--- src/rtl/seq_comparator.sv ---
// Multi-cycle magnitude comparator: walks the captured operands MSB-first one
// CHUNK-bit slice per cycle and resolves on the first unequal slice.
module seq_comparator #(
  parameter int WIDTH = 16,
  parameter int CHUNK = 4
) (
  input  logic             clk,
  input  logic             rst_n,
  input  logic             start,
  input  logic [WIDTH-1:0] a,
  input  logic [WIDTH-1:0] b,
  input  logic [2:0]       cmp,
  input  logic             is_signed,
  output logic             busy,
  output logic             done,
  output logic             dout,
  output logic             eq_flag,
  output logic             lt_flag,
  output logic             gt_flag
);

  localparam int NSLICE = WIDTH / CHUNK;
  localparam int IW     = (NSLICE > 1) ? $clog2(NSLICE) : 1;
  localparam logic [IW-1:0]    TOP_IDX  = IW'(NSLICE - 1);
  localparam logic [WIDTH-1:0] SIGN_BIT = {1'b1, {(WIDTH-1){1'b0}}} >> 0;

  typedef enum logic {IDLE, RUN} state_t;

  state_t                       state, state_nx;
  logic [WIDTH-1:0]             a_q, b_q;
  logic [2:0]                   cmp_q;
  logic [IW-1:0]                idx;
  logic [NSLICE-1:0][CHUNK-1:0] a_v, b_v;
  logic [CHUNK-1:0]             sa, sb;
  logic                         accept, resolve, sl_eq, sl_lt, sl_gt;
  logic                         fin_eq, fin_lt, fin_gt;

  assign a_v   = a_q;
  assign b_v   = b_q;
  assign sa    = a_v[idx];
  assign sb    = b_v[idx];
  assign sl_eq = (sa == sb);
  assign sl_lt = (sa < sb);
  assign sl_gt = (sa > sb);
  assign busy  = (state == RUN);

  // Equal on the final slice means the whole operand matched.
  assign fin_eq = sl_eq;
  assign fin_lt = sl_lt;
  assign fin_gt = sl_gt;

  function automatic logic op_eval(input logic [2:0] op, input logic e,
                                   input logic l, input logic g);
    case (op)
      3'b000:  op_eval = e;
      3'b001:  op_eval = ~l;
      3'b010:  op_eval = l;
      3'b011:  op_eval = ~e;
      3'b100:  op_eval = g;
      3'b101:  op_eval = ~g;
      3'b110:  op_eval = 1'b1;
      default: op_eval = 1'b0;
    endcase
  endfunction

  always_ff @(posedge clk or negedge rst_n) begin
    if (!rst_n) state <= IDLE;
    else        state <= state_nx;
  end

  always_comb begin
    state_nx = state;
    accept   = 1'b0;
    resolve  = 1'b0;
    case (state)
      IDLE: if (start) begin
        accept   = 1'b1;
        state_nx = RUN;
      end
      RUN: if (!sl_eq || idx == '0) begin
        resolve  = 1'b1;
        state_nx = IDLE;
      end
      default: state_nx = IDLE;
    endcase
  end

  // Signed operands are stored in offset-binary so the walk is always unsigned.
  always_ff @(posedge clk or negedge rst_n) begin
    if (!rst_n) begin
      a_q     <= '0;
      b_q     <= '0;
      cmp_q   <= '0;
      idx     <= TOP_IDX;
      done    <= 1'b0;
      dout    <= 1'b0;
      eq_flag <= 1'b0;
      lt_flag <= 1'b0;
      gt_flag <= 1'b0;
    end else begin
      done <= resolve;
      if (accept) begin
        a_q   <= a ^ (is_signed ? SIGN_BIT : '0);
        b_q   <= b ^ (is_signed ? SIGN_BIT : '0);
        cmp_q <= cmp;
        idx   <= TOP_IDX;
      end else if (state == RUN && !resolve) begin
        idx <= idx - 1'b1;
      end
      if (resolve) begin
        dout    <= op_eval(cmp_q, fin_eq, fin_lt, fin_gt);
        eq_flag <= fin_eq;
        lt_flag <= fin_lt;
        gt_flag <= fin_gt;
      end
    end
  end

endmodule

--- config.mk ---
export PLATFORM = sky130hd
export DESIGN_NAME = seq_comparator
export DESIGN_NICKNAME = d
export VERILOG_FILES = /design/src/rtl/seq_comparator.sv
export SDC_FILE = /design/constraint.sdc
export NUM_CORES = 1
export LEC_CHECK = 0
export ABC_AREA = 1
export BUFFER_PORTS_ARGS = -buffer_cell sky130_fd_sc_hd__buf_2
export CAP_MARGIN = 0
export CORE_MARGIN = 2
export CORE_UTILIZATION = 55
export DETAILED_ROUTE_END_ITERATION = 6
export GPL_TIMING_DRIVEN = 0
export PLACE_DENSITY = 0.81
export SYNTH_ARGS = -nofsm -noshare
export SYNTH_HDL_FRONTEND = slang
export SYNTH_SLANG_ARGS = --single-unit
--- constraint.sdc ---
create_clock -name clk -period 6.3 [get_ports clk]
set_input_delay 0.945 -clock clk [delete_from_list [all_inputs] [get_ports clk]]
set_output_delay 0.945 -clock clk [all_outputs]
set_load 0.005 [all_outputs]
==> load_flow_metrics.sql, run 1 <==
INSERT INTO impl_metrics (metric_group, metric, value, unit) VALUES
('job', 'maxCapViolCount', '0', ''),
('clocking', 'post_cts.resized_instances', '0', ''),
('global_routing', 'vias_in_the_first_global_route', '1446', ''),
('worst_setup_path', 'critical_path.reg2reg.startpoint', 'idx[0]', ''),
('placed_design', 'placed_cells', '282', ''),
('sta', 'hold_ws', '0.477', 'ns'),
('layout', 'finish.cell_count_without_fillers', '290', ''),
('sta', 'slew_violations', '0', ''),
('routing', 'detailroute.via_count', '1518', ''),
('power_and_ir_drop', 'power.density_cell_area', '514', 'nW/um^2'),
('global_routing', 'wire_length_of_the_first_global_routing_pass', '6560', 'um'),
('sta', 'rsz0062_at_grt', 'false', ''),
('worst_setup_path', 'maximum_fanout_along_the_worst_path', '10', ''),
('routing', 'detail-route-antenna-nets', '0', ''),
('sta', 'fin_tns_setup', '0', 'ns'),
('outcome', 'outcome', 'completed', ''),
('synthesis', 'number_of_register_bits_inferred_by_synthesis', '43', ''),
('sta', 'worst_pin_slew', '0.922', 'ns'),
('worst_setup_path', 'critical_path_class', 'reg -> reg', ''),
('placed_design', 'place_congestion', '0.835', ''),
('layout', 'layout-drive-gt1-share', '0.397', ''),
('worst_setup_path', 'regToRegSetupSlack', '3.81', 'ns'),
('die', 'core_area', '3630', 'sq um'),
('global_routing', 'all_layer_global_routing_usage', '0.209', ''),
('global_routing', 'grt_antenna_before_repair', '0', ''),
('synthesis', 'yosysWarningCount', '0', ''),
('synthesis', 'synth_cell_type_count', '25', ''),
('sta', 'achievable-frequency', '402', 'MHz'),
('synthesis', 'netlist_area', '2060', 'sq um'),
('sta', 'timing.slew.headroom', '0.385', ''),
('layout', 'final_cell_mix', 'sky130_fd_sc_hd__buf_2, sky130_fd_sc_hd__dfrtp_1, sky130_fd_sc_hd__nand2_1', ''),
('die', 'placement_rows', '22', ''),
('routing', 'drt-initial-drc-count', '94', ''),
('worst_hold_path', 'holdPathStages', '2', ''),
('die', 'initial_standard_cell_utilization_of_the_core', '0.568', ''),
('worst_setup_path', 'timing.reg2reg.worst_path_depth', '13', ''),
('clocking', 'cts_hold_buf', '0', ''),
('placed_design', 'place.detailed.hpwl', '2910', 'um'),
('worst_setup_path', 'worst-endpoint-arrival', '2.68', 'ns'),
('routing', 'wl_per_cell', '13.7', 'um'),
('layout', 'synthToLayoutAreaGrowth', '17.5', '%'),
('global_routing', 'grt_start_max_net_pins', '44', ''),
('worst_hold_path', 'hold-path-endpoint', 'dout', ''),
('routing', 'detail_route.first_pass.iterations', '4', ''),
('layout', 'n_diodes', '0', ''),
('clocking', 'tritoncts_buffer_count', '5', ''),
('clocking', 'ctsHtreeMaxLevel', '2', ''),
('power_and_ir_drop', 'total_leakage_power', '0.00116', 'uW'),
('layout', 'leading_cell_type_in_the_layout_fill_and_taps_excluded', 'sky130_fd_sc_hd__buf_2', ''),
('clocking', 'post-cts-setup-buffer-count', '0', ''),
('synthesis', 'seq_area_frac_synth', '0.523', ''),
('die', 'die-width', '65.3', 'um'),
('placed_design', 'numPortBuffers', '44', ''),
('routing', 'routed_via_density', '5.23', ''),
('sta', 'setup-violations-final', '0', ''),
('sta', 'period_share', '0.394', ''),
('worst_hold_path', 'min_path_type', 'reg -> reg', ''),
('clocking', 'cts_root_buffer', 'sky130_fd_sc_hd__clkbuf_8', ''),
('routing', 'detail_route.drc_violations', '0', ''),
('clocking', 'clock_insertion_delay_worst_skew', '0.30', 'ns'),
('worst_setup_path', 'worst_setup_path_end_kind', 'flip-flop', ''),
('synthesis', 'synth_fp_nets', '234', ''),
('power_and_ir_drop', 'vdd.ir_drop.worst', '0.000291', 'V'),
('die', 'die_height', '65.3', 'um'),
('worst_setup_path', 'worst_r2r_endpoint', 'dout', ''),
('routing', 'finalWirelength', '3970', 'um'),
('layout', 'fillers', '305', ''),
('die', 'full_die_area', '4260', 'sq um'),
('worst_setup_path', 'cp_data_required_time', '6.50', 'ns'),
('clocking', 'maximum_clock_path_buffer_count', '2', ''),
('power_and_ir_drop', 'p_total', '1250', 'uW'),
('clocking', 'clkTransAtPathRegs', '0.08', 'ns'),
('sta', 'post-route-min-period', '2.49', 'ns'),
('layout', 'design.final.nets', '285', ''),
('global_routing', 'grt-ovfl-total', '0', ''),
('synthesis', 'number_of_cells_produced_by_synthesis', '190', ''),
('clocking', 'tritoncts', 'built', ''),
('sta', 'timing_hold_violations_final', '0', ''),
('die', 'io-pin-count', '45', ''),
('worst_setup_path', 'critPathLaunchType', 'flip-flop', ''),
('worst_hold_path', 'critical_hold_path_startpoint', 'dout', ''),
('clocking', 'tritoncts_num_sinks', '43', ''),
('synthesis', 'synth_area_per_cell', '10.9', 'sq um'),
('sta', 'fin_worst_skew', '0.00347', 'ns');
-- stage by stage --
step,instance area (sq um),utilization,worst slack (ns)
final,2420,0.667,3.81
after global routing,2420,0.667,3.62
after CTS,2420,0.667,3.83
after detailed placement,2340,0.645,3.85
after global placement,2340,0.645,3.91
after floorplan,2060,-,4.16
-- critical path, stage by stage, from the launching register on --
cell	delay [ns]
sky130_fd_sc_hd__dfstp_2	0.52
sky130_fd_sc_hd__buf_2	0.18
sky130_fd_sc_hd__buf_2	0.24
sky130_fd_sc_hd__o21ai_0	0.12
sky130_fd_sc_hd__o22ai_1	0.23
sky130_fd_sc_hd__ha_1	0.29
sky130_fd_sc_hd__a21oi_1	0.23
sky130_fd_sc_hd__nand2_1	0.15
sky130_fd_sc_hd__nand2_1	0.09
sky130_fd_sc_hd__nand2_1	0.05
sky130_fd_sc_hd__nor2_1	0.10
sky130_fd_sc_hd__nand3_1	0.09
sky130_fd_sc_hd__nand2_1	0.06
sky130_fd_sc_hd__nand2_1	0.04
-- kinds of logic after synthesis --
logic type,synth area share
AND/OR/NAND/NOR,0.117
flip-flops,0.523
AO/OA/AOI/OAI,0.103
multiplexers,0.164
buffers and inverters,0.0546
adder cells (fa/ha/maj),0.0303
XOR/XNOR,0.00849
-- state kept, by name, indices dropped and copies added (netlist names) --
name,cells
b_q,16
dout,1
a_q,16
done,1
cmp_q,3
idx,2
lt_flag,1
gt_flag,1
eq_flag,1
busy,1
-- layer usage --
| layer | global-route usage | share of wire |
|---|---|---|
| met1 | 0.276 | 0.46 |
| met5 | 0 | 0 |
| met3 | 0.0599 | 0.058 |
| met4 | 0.0938 | 0.018 |
| met2 | 0.321 | 0.47 |
-- cell type report --
cell class,instances,area (sq um),share of cell area
tap,48,60.1,0.0248
multi-input combinational,127,872,0.360
clock inverter,1,5.00,0.00206
timing repair buffer,44,220,0.0908
buffer,8,67.6,0.0279
sequential,43,1080,0.445
clock buffer,7,76.3,0.0315
inverter,12,45.0,0.0186
-- synthesized netlist by cell type --
| cell | count | area share |
|---|---|---|
| sky130_fd_sc_hd__mux2_1 | 2 | 0.011 |
| sky130_fd_sc_hd__a32o_1 | 4 | 0.019 |
| sky130_fd_sc_hd__a21oi_1 | 9 | 0.022 |
| sky130_fd_sc_hd__o21ai_0 | 14 | 0.034 |
| sky130_fd_sc_hd__a22oi_1 | 1 | 0.0036 |
| sky130_fd_sc_hd__buf_2 | 4 | 0.0097 |
| sky130_fd_sc_hd__nand2_1 | 30 | 0.055 |
| sky130_fd_sc_hd__nand3_4 | 1 | 0.0085 |
| sky130_fd_sc_hd__dfrtp_1 | 41 | 0.50 |
| sky130_fd_sc_hd__nor2_1 | 13 | 0.024 |
| sky130_fd_sc_hd__nor3_1 | 6 | 0.015 |
| sky130_fd_sc_hd__xnor2_1 | 2 | 0.0085 |
| sky130_fd_sc_hd__ha_1 | 5 | 0.030 |
| sky130_fd_sc_hd__buf_6 | 3 | 0.016 |
| sky130_fd_sc_hd__o21ai_4 | 1 | 0.0079 |
| sky130_fd_sc_hd__dfstp_2 | 2 | 0.025 |
| sky130_fd_sc_hd__inv_1 | 8 | 0.015 |
| sky130_fd_sc_hd__nand2_2 | 1 | 0.0030 |
| sky130_fd_sc_hd__mux2_2 | 28 | 0.15 |
| sky130_fd_sc_hd__nand3_1 | 4 | 0.0097 |
| sky130_fd_sc_hd__nand4_1 | 1 | 0.0030 |
| sky130_fd_sc_hd__o21ai_2 | 1 | 0.0042 |
| sky130_fd_sc_hd__clkbuf_8 | 1 | 0.0067 |
| sky130_fd_sc_hd__inv_2 | 4 | 0.0073 |
| sky130_fd_sc_hd__o22ai_1 | 4 | 0.012 |
-- where the power goes --
| group | internal (uW) | total, uW | switching (uW) |
|---|---|---|---|
| clock network | 77.8 | 168 | 90.6 |
| logic | 271 | 583 | 312 |
| registers | 416 | 495 | 79.4 |
-- worst max path at each step --
stage           start  cells past startpoint  slack (ns)   end
2_1_floorplan  idx[0]                     16        4.16  dout
3_3_place_gp   idx[0]                     14        3.91  dout
3_5_place_dp   idx[0]                     14        3.85  dout
4_1_cts        idx[0]                     14        3.83  dout
5_1_grt        idx[0]                     14        3.62  dout
6_report       idx[0]                     13        3.81  dout
Note: power is estimated with default switching activity, not from simulation.
==> run 2: changes to the inputs <==
--- a/config.mk
+++ b/config.mk
@@ -5,14 +5,14 @@
 export SDC_FILE = /design/constraint.sdc
 export NUM_CORES = 1
 export LEC_CHECK = 0
-export ABC_AREA = 1
+export ABC_AREA = 0
 export BUFFER_PORTS_ARGS = -buffer_cell sky130_fd_sc_hd__buf_2
 export CAP_MARGIN = 0
 export CORE_MARGIN = 2
-export CORE_UTILIZATION = 55
+export CORE_UTILIZATION = 48
 export DETAILED_ROUTE_END_ITERATION = 6
 export GPL_TIMING_DRIVEN = 0
-export PLACE_DENSITY = 0.81
+export PLACE_DENSITY = 0.75
 export SYNTH_ARGS = -nofsm -noshare
 export SYNTH_HDL_FRONTEND = slang
 export SYNTH_SLANG_ARGS = --single-unit
==> constraint.sdc (replaced) <==
create_clock -name clk -period 2.14 [get_ports clk]
set_input_delay 0.321 -clock clk [delete_from_list [all_inputs] [get_ports clk]]
set_output_delay 0.321 -clock clk [all_outputs]
set_load 0.005 [all_outputs]
==> run 2 against run 1 <==
The run now ends with setup timing left. Clock skew increased by 0.0045 ns. Die area increased by 10%. Worst setup slack got worse by 4.3 ns. Via count decreased by 13%. Cell count decreased by 16%. Critical path depth decreased by 4. First-iteration DRC count decreased by 34%. Combinational power increased to 2.6 times the previous value. Sequential cell count unchanged. Largest power group unchanged.
==> load_flow_metrics.sql, run 2 <==
INSERT INTO impl_metrics (metric_group, metric, value, unit) VALUES
('synthesis', 'yosysWarningCount', '0', ''),
('synthesis', 'synthTopCellsByCount', 'sky130_fd_sc_hd__dfrtp_1, sky130_fd_sc_hd__mux2_1, sky130_fd_sc_hd__mux4_2, sky130_fd_sc_hd__inv_1', ''),
('layout', 'finish.instance_area', '2580', 'sq um'),
('layout', 'final-seq-area', '1080', 'sq um'),
('worst_setup_path', 'buf_inv_on_cp', '3', ''),
('synthesis', 'synth_area_per_cell', '14.6', 'sq um'),
('routing', 'detailroute.via_count', '1317', ''),
('sta', 'fin_worst_skew', '0.00802', 'ns'),
('clocking', 'tritoncts', 'built', ''),
('sta', 'worst_pin_slew', '0.953', 'ns'),
('sta', 'setup-violations-final', '7', ''),
('global_routing', 'grt.met3_usage', '0.0510', ''),
('global_routing', 'grt_start_max_net_pins', '44', ''),
('worst_setup_path', 'worst_setup_path_end_kind', 'flip-flop', ''),
('worst_setup_path', 'crit_path_frequent_cell', 'sky130_fd_sc_hd__buf_12', ''),
('clocking', 'clock_insertion_delay_worst_skew', '0.29', 'ns'),
('sta', 'timing_hold_violations_final', '0', ''),
('clocking', 'cts_root_buffer', 'sky130_fd_sc_hd__clkbuf_8', ''),
('sta', 'hold_ws', '0.180', 'ns'),
('clocking', 'clkTransAtPathRegs', '0.08', 'ns'),
('routing', 'routed_via_density', '5.40', ''),
('synthesis', 'number_of_register_bits_inferred_by_synthesis', '43', ''),
('routing', 'finalWirelength', '4040', 'um'),
('die', 'io-pin-count', '45', ''),
('routing', 'drt-initial-drc-count', '62', ''),
('sta', 'period_share', '1.25', ''),
('die', 'full_die_area', '4690', 'sq um'),
('worst_setup_path', 'worst_path_largest_cell_delay', '0.56', 'ns'),
('global_routing', 'all_layer_global_routing_usage', '0.188', ''),
('global_routing', 'wire_length_of_the_first_global_routing_pass', '6300', 'um'),
('worst_setup_path', 'critical_path.reg2reg.startpoint', 'idx[0]', ''),
('global_routing', 'vias_in_the_first_global_route', '1333', ''),
('synthesis', 'netlist_area', '1990', 'sq um'),
('clocking', 'cts_hold_buf', '0', ''),
('global_routing', 'grt_antenna_before_repair', '0', ''),
('worst_setup_path', 'cp_data_required_time', '2.34', 'ns'),
('placed_design', 'place_congestion', '0.726', ''),
('global_routing', 'grt_use_met2', '0.298', ''),
('placed_design', 'numPortBuffers', '44', ''),
('sta', 'slew_violations', '0', ''),
('routing', 'detail-route-antenna-nets', '0', ''),
('clocking', 'tritoncts_buffer_count', '5', ''),
('worst_setup_path', 'timing.reg2reg.worst_path_depth', '9', ''),
('layout', 'multi_input_gate_area', '970', 'sq um'),
('clocking', 'maximum_clock_path_buffer_count', '2', ''),
('worst_setup_path', 'regToRegSetupSlack', '-0.53', 'ns'),
('power_and_ir_drop', 'total_leakage_power', '0.00118', 'uW'),
('layout', 'synthToLayoutAreaGrowth', '29.2', '%'),
('outcome', 'outcome', 'finished, violations left', ''),
('outcome', 'violated_checks', 'setup timing', ''),
('routing', 'detail_route.first_pass.iterations', '4', ''),
('layout', 'n_diodes', '0', ''),
('die', 'placement_rows', '23', ''),
('sta', 'fin_ws', '-0.530', 'ns'),
('layout', 'layout-drive-gt1-share', '0.479', ''),
('sta', 'achievable-frequency', '374', 'MHz'),
('layout', 'largest_registers', 'a_q x16, b_q x16, cmp_q x3', ''),
('synthesis', 'synth_flop_cell', 'sky130_fd_sc_hd__dfrtp_1', ''),
('sta', 'rsz0062_at_grt', 'true', ''),
('sta', 'timing.slew.headroom', '0.365', ''),
('worst_setup_path', 'critPathLaunchType', 'flip-flop', ''),
('placed_design', 'placed_cell_area', '2330', 'sq um'),
('die', 'die_height', '68.5', 'um'),
('clocking', 'tritoncts_num_sinks', '43', ''),
('synthesis', 'postSynth.asyncResetShare', '1.00', ''),
('global_routing', 'grt-ovfl-total', '0', ''),
('worst_setup_path', 'worst-endpoint-arrival', '2.87', 'ns'),
('synthesis', 'seq_area_frac_synth', '0.541', ''),
('worst_setup_path', 'critical_path_cell_with_the_highest_stage_delay', 'sky130_fd_sc_hd__dfstp_2', ''),
('clocking', 'ctsHtreeMaxLevel', '2', ''),
('synthesis', 'synth_largest_area_cell', 'sky130_fd_sc_hd__dfrtp_1', ''),
('die', 'die-width', '68.5', 'um'),
('synthesis', 'synth_cell_type_count', '31', ''),
('global_routing', 'gr-max-usage-layer', 'met2', ''),
('power_and_ir_drop', 'vdd.ir_drop.worst', '0.000712', 'V'),
('layout', 'final_cell_mix', 'sky130_fd_sc_hd__buf_2, sky130_fd_sc_hd__dfrtp_1, sky130_fd_sc_hd__mux2_1', ''),
('routing', 'detail_route.drc_violations', '0', ''),
('job', 'maxCapViolCount', '0', ''),
('layout', 'leading_cell_type_in_the_layout_fill_and_taps_excluded', 'sky130_fd_sc_hd__buf_2', ''),
('layout', 'fillers', '302', ''),
('worst_setup_path', 'critical_path_class', 'reg -> reg', ''),
('worst_setup_path', 'worst_r2r_endpoint', 'dout', ''),
('worst_setup_path', 'worst_setup_path_endpoint', 'dout', ''),
('worst_setup_path', 'cp_num_cells', '9', ''),
('synthesis', 'synth_enable_flop_cells', '0', ''),
('synthesis', 'synth_fp_nets', '181', ''),
('global_routing', 'met1_usage', '0.243', ''),
('layout', 'design.final.nets', '237', ''),
('worst_hold_path', 'min_path_type', 'in -> async', ''),
('placed_design', 'place.detailed.hpwl', '2810', 'um'),
('synthesis', 'netlist.area_leader.share', '0.514', ''),
('synthesis', 'number_of_cells_produced_by_synthesis', '137', ''),
('worst_setup_path', 'maximum_fanout_along_the_worst_path', '7', ''),
('worst_setup_path', 'worstSetupStartpoint', 'idx[0]', ''),
('worst_setup_path', 'cell_family_contributing_the_most_delay_on_the_critical_path', 'compound AO/OA/AOI/OAI gates', ''),
('die', 'initial_standard_cell_utilization_of_the_core', '0.499', ''),
('synthesis', 'synthMostInstantiatedCell', 'sky130_fd_sc_hd__dfrtp_1', ''),
('sta', 'post-route-min-period', '2.67', 'ns'),
('routing', 'wl_per_cell', '16.6', 'um'),
('synthesis', 'synth.area.top_cells', 'sky130_fd_sc_hd__dfrtp_1, sky130_fd_sc_hd__mux2_1, sky130_fd_sc_hd__mux4_2', ''),
('power_and_ir_drop', 'power.density_cell_area', '1360', 'nW/um^2'),
('worst_setup_path', 'path_cells', 'buf_12, buf_12, mux4_2, inv_1, ha_4, a21oi_1, nand2_2, o311a_1, a311oi_2', ''),
('die', 'core_area', '4000', 'sq um');
==> run 2: worst min path at each step <==
stage / from / to / slack [ns] / depth (start not counted)
finish: rst_n / busy / 0.18 / 1
global route: a[8] / a_q[8] / 0.23 / 2
CTS: rst_n / busy / 0.21 / 1
detailed placement: lt_flag / lt_flag / 0.47 / 2
global placement: lt_flag / lt_flag / 0.46 / 2
floorplan: rst_n / a_q[0] / 0.03 / 0
==> run 2: logic make-up after synthesis <==
logic type               Yosys count  synth area share
buffers and inverters             13            0.0276
AO/OA/AOI/OAI                     15            0.0533
XOR/XNOR                           2           0.00878
adder cells (fa/ha/maj)            5            0.0314
flip-flops                        43             0.541
multiplexers                      43             0.290
AND/OR/NAND/NOR                   16            0.0483
==> run 2: worst register-to-register path, delay by kind of cell (launching register included) <==
kind                     cells  cell delay (ns)
multiplexers                 1             0.48
flip-flops                   1             0.56
AND/OR/NAND/NOR              1             0.16
buffers and inverters        3             0.35
adder cells (fa/ha/maj)      1             0.23
AO/OA/AOI/OAI                3             0.81
==> run 2: through the flow <==
step	setup TNS (ns)	setup slack (ns)	total power [uW]	util	instances
2_1_floorplan	-0.429	-0.300	2240	-	137
3_3_place_gp	-1.04	-0.427	2480	0.582	231
3_5_place_dp	-1.45	-0.536	2580	0.582	231
4_1_cts	-1.62	-0.436	3380	0.628	242
5_1_grt	-2.50	-0.622	3730	0.644	244
6_report	-1.95	-0.530	3500	0.644	244
==> run 2: metal layers <==
metal	vias up	wire, um	part of all wire
li1	608	-	-
met1	661	1710	0.42
met2	38	2040	0.50
met3	10	194	0.048
met4	0	97	0.024
met5	-	0	0
==> run 2: cell type report <==
cell class | count | share of cell area
Buffer | 6 | 0.0175
Clock buffer | 6 | 0.0320
Clock inverter | 2 | 0.0136
Inverter | 7 | 0.0102
Multi-Input combinational cell | 81 | 0.376
Sequential cell | 43 | 0.418
Tap cell | 50 | 0.0243
Timing Repair Buffer | 49 | 0.108
==> run 2: report_power, final <==
part           switching (uW)  internal [uW]
Clock                     273            378
Combinational             694            841
Sequential                192           1120
Total                    1160           2340
==> run 2: what timing repair did <==
action,in CTS,in global routing
gates resized for setup,8,10
pin swaps,3,5
setup endpoints to repair,7,8
setup buffers,3,2
==> run 3: changes to the inputs <==
--- a/config.mk
+++ b/config.mk
@@ -6,12 +6,13 @@
 export NUM_CORES = 1
 export LEC_CHECK = 0
 export ABC_AREA = 0
-export BUFFER_PORTS_ARGS = -buffer_cell sky130_fd_sc_hd__buf_2
+export BUFFER_PORTS_ARGS = -buffer_cell sky130_fd_sc_hd__buf_4
 export CAP_MARGIN = 0
 export CORE_MARGIN = 2
 export CORE_UTILIZATION = 48
 export DETAILED_ROUTE_END_ITERATION = 6
 export GPL_TIMING_DRIVEN = 0
+export MAX_ROUTING_LAYER = met4
 export PLACE_DENSITY = 0.75
 export SYNTH_ARGS = -nofsm -noshare
 export SYNTH_HDL_FRONTEND = slang
==> run 3 against run 2 <==
The flow still finishes with violations (setup timing). Core utilization rose by 0.81 points. Routed wire length is 4.2% lower. Fmax rose by 3.2%. Non-clock buffer count down 1. Clock skew is 0.0056 ns lower. Critical path depth decreased by 1.
==> load_flow_metrics.sql, run 3 (synthesis results as in run 2) <==
INSERT INTO impl_metrics (metric_group, metric, value, unit) VALUES
('outcome', 'outcome', 'finished, violations left', ''),
('outcome', 'violated_checks', 'setup timing', ''),
('clocking', 'tritoncts', 'built', ''),
('worst_setup_path', 'worst_setup_path_endpoint', 'dout', ''),
('routing', 'finalWirelength', '3870', 'um'),
('sta', 'fin_worst_skew', '0.00243', 'ns'),
('routing', 'detail_route.drc_violations', '0', ''),
('global_routing', 'vias_in_the_first_global_route', '1375', ''),
('sta', 'fin_ws', '-0.446', 'ns'),
('placed_design', 'pre_cts_ws', '-0.522', 'ns'),
('die', 'die-width', '68.5', 'um'),
('die', 'initial_standard_cell_utilization_of_the_core', '0.499', ''),
('global_routing', 'grt_antenna_before_repair', '0', ''),
('clocking', 'maximum_clock_path_buffer_count', '2', ''),
('placed_design', 'placed_cells', '231', ''),
('die', 'die_height', '68.5', 'um'),
('placed_design', 'placed_cell_area', '2440', 'sq um'),
('die', 'core_area', '4000', 'sq um'),
('worst_setup_path', 'critical_path.reg2reg.startpoint', 'idx[0]', ''),
('sta', 'post-route-min-period', '2.59', 'ns'),
('die', 'full_die_area', '4690', 'sq um'),
('layout', 'fillers', '304', ''),
('clocking', 'cts_hold_buf', '0', ''),
('layout', 'finish.instance_area', '2610', 'sq um'),
('routing', 'detail-route-antenna-nets', '0', ''),
('routing', 'routed_via_density', '5.35', ''),
('placed_design', 'place.detailed.hpwl', '2820', 'um'),
('layout', 'synthToLayoutAreaGrowth', '30.9', '%'),
('routing', 'detail_route.first_pass.iterations', '4', ''),
('routing', 'detailroute.via_count', '1299', ''),
('worst_setup_path', 'maximum_fanout_along_the_worst_path', '9', ''),
('worst_setup_path', 'critPathLaunchType', 'flip-flop', ''),
('job', 'maxCapViolCount', '0', ''),
('clocking', 'cts_root_buffer', 'sky130_fd_sc_hd__clkbuf_8', ''),
('placed_design', 'numPortBuffers', '44', ''),
('worst_setup_path', 'worst_r2r_endpoint', 'dout', ''),
('clocking', 'ctsHtreeMaxLevel', '2', ''),
('placed_design', 'place_congestion', '0.747', ''),
('global_routing', 'all_layer_global_routing_usage', '0.205', ''),
('layout', 'design.final.nets', '236', ''),
('routing', 'drt-initial-drc-count', '87', ''),
('worst_setup_path', 'worstSetupStartpoint', 'idx[0]', ''),
('clocking', 'tritoncts_num_sinks', '43', ''),
('worst_setup_path', 'critical_path_class', 'reg -> reg', ''),
('layout', 'layout-drive-gt1-share', '0.435', ''),
('layout', 'final_cell_mix', 'sky130_fd_sc_hd__buf_4, sky130_fd_sc_hd__dfrtp_1, sky130_fd_sc_hd__mux2_1', ''),
('sta', 'rsz0062_at_grt', 'true', ''),
('layout', 'multi_input_gate_area', '937', 'sq um'),
('power_and_ir_drop', 'total_leakage_power', '0.00120', 'uW'),
('power_and_ir_drop', 'vdd.ir_drop.worst', '0.000648', 'V'),
('worst_setup_path', 'regToRegSetupSlack', '-0.45', 'ns'),
('layout', 'leading_cell_type_in_the_layout_fill_and_taps_excluded', 'sky130_fd_sc_hd__buf_4', ''),
('sta', 'timing_hold_violations_final', '0', ''),
('clocking', 'tritoncts_buffer_count', '5', ''),
('worst_setup_path', 'timing.reg2reg.worst_path_depth', '8', ''),
('global_routing', 'grt_start_max_net_pins', '44', ''),
('global_routing', 'grt-ovfl-total', '0', ''),
('routing', 'wl_per_cell', '15.9', 'um'),
('worst_setup_path', 'worst_setup_path_end_kind', 'flip-flop', ''),
('sta', 'setup-violations-final', '7', ''),
('power_and_ir_drop', 'power.density_cell_area', '1270', 'nW/um^2'),
('sta', 'timing.slew.headroom', '0.645', ''),
('clocking', 'clock_insertion_delay_worst_skew', '0.29', 'ns'),
('clocking', 'clkTransAtPathRegs', '0.08', 'ns'),
('worst_hold_path', 'min_path_type', 'in -> async', ''),
('sta', 'slew_violations', '0', ''),
('worst_setup_path', 'cp_data_required_time', '2.33', 'ns'),
('layout', 'final_cell_utilization_of_the_core', '0.652', ''),
('sta', 'hold_ws', '0.0140', 'ns'),
('die', 'io-pin-count', '45', ''),
('layout', 'finish.cell_count_without_fillers', '243', ''),
('layout', 'largest_registers', 'a_q x16, b_q x16, cmp_q x3', ''),
('sta', 'achievable-frequency', '387', 'MHz'),
('worst_setup_path', 'worst-endpoint-arrival', '2.78', 'ns'),
('layout', 'final-seq-area', '1080', 'sq um'),
('global_routing', 'wire_length_of_the_first_global_routing_pass', '6710', 'um'),
('layout', 'n_diodes', '0', ''),
('sta', 'worst_pin_slew', '0.532', 'ns'),
('sta', 'period_share', '1.21', ''),
('die', 'placement_rows', '23', '');
## run 3: changes by cell type in the layout (fill, tap and decap cells not counted), sizes merged
cell and delta:
buf -1, clkinv -1, clkbuf +2, bufinv -1
## run 3: stage by stage
| step | total power (uW) | TNS [ns] |
|---|---|---|
| 6_report | 3330 | -1.64 |
| 5_1_grt | 3570 | -2.34 |
| 3_5_place_dp | 2610 | -1.34 |
| 4_1_cts | 3320 | -1.65 |
| 3_3_place_gp | 2530 | -1.04 |
| 2_1_floorplan | 2240 | -0.429 |
## run 3: how the worst min path moves through the flow
| stage | start | endpoint | slack [ns] |
|---|---|---|---|
| CTS | rst_n | lt_flag | 0.03 |
| floorplan | rst_n | a_q[0] | 0.03 |
| detailed placement | rst_n | a_q[5] | 0.34 |
| finish | rst_n | a_q[5] | 0.01 |
| global route | rst_n | a_q[5] | 0.06 |
| global placement | rst_n | a_q[5] | 0.33 |
## run 3: timing repair
action / CTS / global route
endpoints found under the setup margin: 7 / 8
resized for setup: 7 / 1
buffers inserted: 3 / 1
pin swaps: 3 / 1
## run 3: layout make-up
type	count	share of cell area
buffer	6	0.0173
multi-input combinational	81	0.359
tap	50	0.0240
clock buffer	8	0.0384
sequential	43	0.413
inverter	7	0.0101
timing repair buffer	48	0.138
## run 3: metal layers
layer	up-vias	GRT usage	wire length (um)
li1	606	-	-
met3	8	0.0362	147
met1	651	0.273	1630
met2	34	0.316	2020
met4	0	0.0750	75
met5	-	-	0
## run 3: worst max-delay path: stages, from the launching register on
cell and delay, ns:
sky130_fd_sc_hd__dfstp_2 0.55, sky130_fd_sc_hd__buf_12 0.14, sky130_fd_sc_hd__mux4_2 0.55, sky130_fd_sc_hd__ha_4 0.31
sky130_fd_sc_hd__nand4_4 0.16, sky130_fd_sc_hd__mux2_4 0.33, sky130_fd_sc_hd__a21o_1 0.16, sky130_fd_sc_hd__o311a_1 0.11
sky130_fd_sc_hd__a311oi_2 0.20
## run 3: report_power, final
| group | total, uW | switching (uW) | internal, uW | leakage (uW) |
|---|---|---|---|---|
| Clock | 552 | 258 | 294 | 0.0000515 |
| Sequential | 1290 | 176 | 1120 | 0.000503 |
| Combinational | 1480 | 654 | 827 | 0.000640 |
| Total | 3330 | 1090 | 2240 | 0.00120 |
